==> config.mk <==
export PLATFORM = sky130hd
export DESIGN_NAME = kmp_matcher
export DESIGN_NICKNAME = d
export VERILOG_FILES = /design/src/rtl/kmp_pkg.sv /design/src/rtl/kmp_prefix_builder.sv /design/src/rtl/kmp_matcher.sv
export SDC_FILE = /design/constraint.sdc
export NUM_CORES = 1
export LEC_CHECK = 0
export BUFFER_PORTS_ARGS = -buffer_cell sky130_fd_sc_hd__buf_2
export CORE_ASPECT_RATIO = 0.5
export CORE_MARGIN = 8
export CORE_UTILIZATION = 30
export CTS_CLUSTER_SIZE = 28
export DETAILED_ROUTE_END_ITERATION = 8
export RECOVER_POWER = 25
export SLEW_MARGIN = 20
export SYNTH_ARGS = -nofsm -noshare
export SYNTH_HDL_FRONTEND = slang
export SYNTH_SLANG_ARGS = --single-unit
==> constraint.sdc <==
create_clock -name clk -period 5.8 [get_ports clk]
set_clock_uncertainty 0.15 [all_clocks]
set_input_delay 1.16 -clock clk [delete_from_list [all_inputs] [get_ports clk]]
set_output_delay 1.16 -clock clk [all_outputs]
set_load 0.1 [all_outputs]
==> src/rtl/kmp_pkg.sv <==
// kmp_pkg: shared state encoding, default widths and the pattern-length width helper.
package kmp_pkg;
    typedef enum logic [1:0] {IDLE, BUILD, SEARCH, DONE} state_t;
    localparam int CHAR_W_D  = 8;
    localparam int PAT_MAX_D = 8;
    localparam int POS_W_D   = 14;
    localparam int CNT_W_D   = 8;
    function automatic int pl_w(input int pat_max);
        return $clog2(pat_max + 1);
    endfunction
endpackage

==> src/rtl/kmp_prefix_builder.sv <==
// kmp_prefix_builder: builds the KMP failure table one step per cycle and serves reads from it.
module kmp_prefix_builder
    import kmp_pkg::*;
#(
    parameter int CHAR_W  = CHAR_W_D,
    parameter int PAT_MAX = PAT_MAX_D,
    localparam int PL_W   = pl_w(PAT_MAX),
    localparam int AW     = $clog2(PAT_MAX)
) (
    input  logic              clk,
    input  logic              rst,
    input  logic              start,
    input  logic [PL_W-1:0]   len,
    output logic [AW-1:0]     i_idx,
    output logic [AW-1:0]     k_idx,
    input  logic [CHAR_W-1:0] ch_i,
    input  logic [CHAR_W-1:0] ch_k,
    input  logic [AW-1:0]     fail_idx,
    output logic [AW-1:0]     fail_rd,
    output logic              done
);
    logic            running;
    logic [PL_W-1:0] i;
    logic [AW-1:0]   k;
    logic [AW-1:0]   fail [PAT_MAX];
    logic            eq;
    logic            adv;

    assign i_idx   = AW'(i);
    assign k_idx   = k;
    assign eq      = ch_i == ch_k;
    assign adv     = running && (eq || k == '0);
    assign done    = adv && (i + PL_W'(1) == len);
    assign fail_rd = fail[fail_idx];

    // i advances only when an entry is written; a failure-link step just rewinds k
    always_ff @(posedge clk or posedge rst) begin
        if (rst) begin
            running <= 1'b0;
            i       <= '0;
            k       <= '0;
            for (int j = 0; j < PAT_MAX; j++) fail[j] <= '0;
        end else if (start) begin
            running <= 1'b1;
            i       <= PL_W'(1);
            k       <= '0;
            fail[0] <= '0;
        end else if (running) begin
            if (adv) begin
                fail[i_idx] <= eq ? k + AW'(1) : '0;
                i           <= i + PL_W'(1);
            end
            if (eq) k <= k + AW'(1);
            else if (k != '0) k <= fail[k - AW'(1)];
            if (done) running <= 1'b0;
        end
    end
endmodule

==> src/rtl/kmp_matcher.sv <==
// kmp_matcher: streaming KMP matcher with on-chip failure-table build and valid/ready text input.
// Define KMP_OVERLAP_EN to resume from fail[len-1] after a match so overlapping matches count.
module kmp_matcher
    import kmp_pkg::*;
#(
    parameter int CHAR_W  = CHAR_W_D,
    parameter int PAT_MAX = PAT_MAX_D,
    parameter int POS_W   = POS_W_D,
    parameter int CNT_W   = CNT_W_D,
    localparam int PL_W   = pl_w(PAT_MAX),
    localparam int AW     = $clog2(PAT_MAX)
) (
    input  logic              clk,
    input  logic              rst,
    input  logic              pat_we,
    input  logic [AW-1:0]     pat_waddr,
    input  logic [CHAR_W-1:0] pat_wdata,
    input  logic [PL_W-1:0]   pat_len,
    input  logic              start,
    input  logic              txt_valid,
    input  logic [CHAR_W-1:0] txt_char,
    input  logic              txt_last,
    output logic              txt_ready,
    output logic              match_valid,
    output logic [POS_W-1:0]  match_pos,
    output logic [CNT_W-1:0]  count,
    output logic              busy,
    output logic              done,
    output logic              cfg_err
);
    logic [CHAR_W-1:0] pat [PAT_MAX];
    state_t            state;
    logic [PL_W-1:0]   len;
    logic [AW-1:0]     q, bi, bk, fail_idx, fail_rd, q_wrap;
    logic [POS_W-1:0]  pos;
    logic              legal, bld_start, bld_done, eq, hit;

    assign legal     = pat_len >= PL_W'(2) && pat_len <= PL_W'(PAT_MAX);
    assign bld_start = state == IDLE && start && legal;
    assign eq        = txt_char == pat[q];
    assign hit       = eq && (PL_W'(q) + PL_W'(1) == len);
    assign txt_ready = state == SEARCH && txt_valid && (eq || q == '0);
    assign busy      = state != IDLE;

    // a single fail-table read port serves both the mismatch rewind and the post-match resume
`ifdef KMP_OVERLAP_EN
    assign fail_idx = hit ? q : q - AW'(1);
    assign q_wrap   = fail_rd;
`else
    assign fail_idx = q - AW'(1);
    assign q_wrap   = '0;
`endif

    kmp_prefix_builder #(.CHAR_W(CHAR_W), .PAT_MAX(PAT_MAX)) u_builder (
        .clk      (clk),
        .rst      (rst),
        .start    (bld_start),
        .len      (pat_len),
        .i_idx    (bi),
        .k_idx    (bk),
        .ch_i     (pat[bi]),
        .ch_k     (pat[bk]),
        .fail_idx (fail_idx),
        .fail_rd  (fail_rd),
        .done     (bld_done)
    );

    always_ff @(posedge clk) begin
        if (state == IDLE && pat_we) pat[pat_waddr] <= pat_wdata;
    end

    always_ff @(posedge clk or posedge rst) begin
        if (rst) begin
            state       <= IDLE;
            len         <= '0;
            q           <= '0;
            pos         <= '0;
            count       <= '0;
            match_valid <= 1'b0;
            match_pos   <= '0;
            done        <= 1'b0;
            cfg_err     <= 1'b0;
        end else begin
            match_valid <= 1'b0;
            done        <= 1'b0;
            case (state)
                IDLE: if (start) begin
                    count   <= '0;
                    pos     <= '0;
                    q       <= '0;
                    len     <= pat_len;
                    cfg_err <= !legal;
                    done    <= !legal;
                    state   <= legal ? BUILD : DONE;
                end
                BUILD: if (bld_done) state <= SEARCH;
                SEARCH: if (txt_ready) begin
                    pos <= pos + POS_W'(1);
                    if (eq) q <= hit ? q_wrap : q + AW'(1);
                    if (hit) begin
                        match_valid <= 1'b1;
                        match_pos   <= pos;
                        count       <= count == '1 ? count : count + CNT_W'(1);
                    end
                    if (txt_last) begin
                        state <= DONE;
                        done  <= 1'b1;
                    end
                end else if (txt_valid) q <= fail_rd;
                DONE: state <= IDLE;
                default: state <= IDLE;
            endcase
        end
    end
endmodule

==> results.md <==
- Outcome: finished with violations
- Failing checks: capacitance limit, slew limit
- Seq/Total Area, Yosys: 47.2%
- Worst vdd ir: around 190 uV
- Setup-failing EPs final: 0
- Max-Cap Viols: 1
- DR WL/cell: 19.1 um
- Largest stage delay on the critical path: 0.87 ns
- CP Capture Type: primary output
- Slew headroom: -37.8%
- Lkg Pwr: 3.69 nW
- Ports: 56
- DRT Pass-1 Iters: 4
- Initial core utilization: 30.2%
- CTS tree: built
- CP cell instances: mux4_2 -> mux2i_1 -> xor2_1 -> o221ai_1 -> nor4_4 -> buf_4 -> o21bai_1 -> inv_1 -> buf_2
- # clock sinks: 144
- Clock root buffer: clkbuf_16
- Die height: 134 um
- Synth area leader: dfrtp_1
- Minimum clock period: 4.82 ns
- Slew @ Worst Pin: 2.06 ns
- Post-synth top flop: dfrtp_1
- Vias: approximately 6.0k
- Critical path required time: between 4 and 5 ns
- Number of synthesized flops with an enable pin: 64
- Post-CTS Setup Bufs: 0
- Die area: around 34000 um2
- CP Launch Type: flop
- Vias in the first global route: 6077
- Largest net degree at the start of global routing: 47
- Setup CP Type: reg2out
- Grt total ovfl: 0
- Post-detail-place hpwl: 15300 um
- GRT Resource Usage Total: about an eighth
- Top Family by Delay on Critical Path: flip-flops
- Mean Syn Cell Area: roughly 12 um2
- H-tree Lvls: 4
- Top cells by area, synth: dfrtp_1 (24%), edfxtp_1 (23%), mux4_2 (11%), mux2i_1 (6.9%), mux2_2 (6.2%)
- TritonCTS buffer count: 17
- Hold_buf cts: 0
- Hold Path Class: reg2reg
- Syn nets: 720
- Mapped cell area: 8320 um2
- Initial antenna violation count: 0
- Longest Clk Path Bufs: 2
- CTS-repair resized insts: 0
- Max Transition Viols Final: 47
- Die X: 251 um
- Slowest stage cell, crit path: dfrtp_1
- Skew-Pair Late Insertion Delay: 0.44 ns
- Number of port buffers: 55
- Final core utilization: 34.4%
- Worst path bufs/invs: 3
- Core area: approximately 27000 um2
- Yosys cell types: 73
- Layout cells sized above 1: 25.1%
- # rows: 43
- Routed vias/inst: 5.35
- Final wirelength: 21300 um
- Post-Syn Instances: 679
- Internal reg-to-reg setup slack: between 1.5 and 2 ns
- Yosys top cell area share: around 24%
- Initial drt markers: 535
- FF+latch count, synth: 144
- Highest Clock Rate: 208 MHz
- RSZ-0062 raised after global routing: no
- Number of diodes: 0
- Worst-path clk slew: 0.06 ns
- Ys async rst share: a little under three fifths
- Final Hold Viols: 0
- Gpl congestion: 0.830
- Crit share post-route: around 83%
- Final #Nets: 764
- Routed Antenna Nets: 0
- Synth warn: 0
- First-pass GRT wire length: 34400 um
- # DRC: 0
- Crit Path Max Fanout: 19
- Post-Route Setup TNS: 0 ns
- Worst endpoint data arrival time: between 3 and 4 ns
- Area grow syn2layout: 13.7%
- Pwr dens: 389 nW/um2
## path summary, 6_finish.rpt
kind,start,end,cells after the start
min in group asynchronous,rst,match_pos[9],2
max in group asynchronous,rst,q[0],3
max,q[2],txt_ready,9
min,match_pos[4],match_pos[4],2
max reg2reg,u_builder.i[0],u_builder.fail[4],8
min reg2reg,match_pos[4],match_pos[4],2
## through the flow
stage	worst slack, ns	hold slack (ns)	power (mW)	instance area, um2	std cells
6_report	0.985	0.345	3.68	9460	1118
5_1_grt	0.776	0.378	3.88	9460	1118
4_1_cts	0.985	0.354	3.69	9460	1118
3_5_place_dp	1.45	0.340	2.71	8940	1086
3_3_place_gp	1.49	0.323	2.69	8940	1086
2_1_floorplan	1.79	0.340	2.40	8320	679
## final cells by class
cell class	count	area, um2
inverter	23	87.6
clock inverter	15	96.3
tap	382	478
clock buffer	17	425
multi-input combinational	474	4120
sequential	144	3930
fill	2705	18000
timing repair buffer	63	325
## registers in the layout (all words and copies together), names as in the netlist, 2 cells and up
name	count
u_builder.i	4
pos	14
q	3
u_builder.fail	24
match_pos	14
count	8
state	2
len	4
pat	64
u_builder.k_idx	3
## layer usage
layer | vias to the layer above | GRT usage [%] | share of wire, %
li1 | 2735 | - | -
met1 | 3077 | 16.9 | 46
met2 | 140 | 20.5 | 47
met3 | 29 | 3.19 | 5.1
met4 | 0 | 5.12 | 1.9
met5 | - | 0 | 0
## report_power, final
group          switching (mW)  internal (mW)
sequential              0.182           1.15
clock                   0.437          0.539
combinational           0.807          0.561
total                    1.43           2.25
## worst register-to-register path, cell delays in order, from the launching register on
cell and delay (ns):
dfrtp_1 0.94, nor2b_1 0.62, a22oi_1 0.16, and3_1 0.19
or4_1 0.52, or2_1 0.31, o21ai_2 0.54, nand4_1 0.36
mux2_2 0.36
## Yosys cell counts, types with 3 or more instances
cell type and number:
or2_2 3, clkbuf_1 13, o31ai_1 9, nand3b_1 4, nand2b_1 9, buf_4 4, or4_1 14, a211o_1 4
dfrtp_1 80, xnor2_1 10, a22oi_1 12, ha_1 12, nand4_1 14, nand2_1 42, mux2i_1 57, and3_1 12
o311ai_0 3, buf_6 4, xor2_1 7, mux4_2 39, nor2_1 24, nor2b_1 8, clkinv_1 3, nand3_1 15
a31oi_1 4, buf_2 15, a21oi_1 28, mux2_2 46, nor3_1 8, edfxtp_1 64, inv_1 19, a211oi_1 4
o211ai_1 8, o21ai_0 25, o32ai_1 3, nor4_1 5
## cell families after synthesis
group	Yosys count	share of synthesized area, %
mux	142	23.7
compound gates	125	10.1
simple gates	178	11.9
fa+ha+maj	12	1.81
buf+inv	61	3.52
xor+xnor	17	1.79
flops	144	47.2
## cell usage in the layout (no fill, tap or decap), types with 9 or more instances in the layout
cell type,n
dfrtp_1,79
edfxtp_1,64
mux2i_1,57
buf_2,47
mux2_2,46
nand2_1,42
mux4_2,39
a21oi_1,28
o21ai_0,25
nor2_1,24
inv_1,18
clkbuf_16,17
nand3_1,15
nand4_1,14
or4_1,14
a22oi_1,12
and3_1,12
ha_1,12
xnor2_1,10
nand2b_1,9
(Power assumes the default switching activity.)
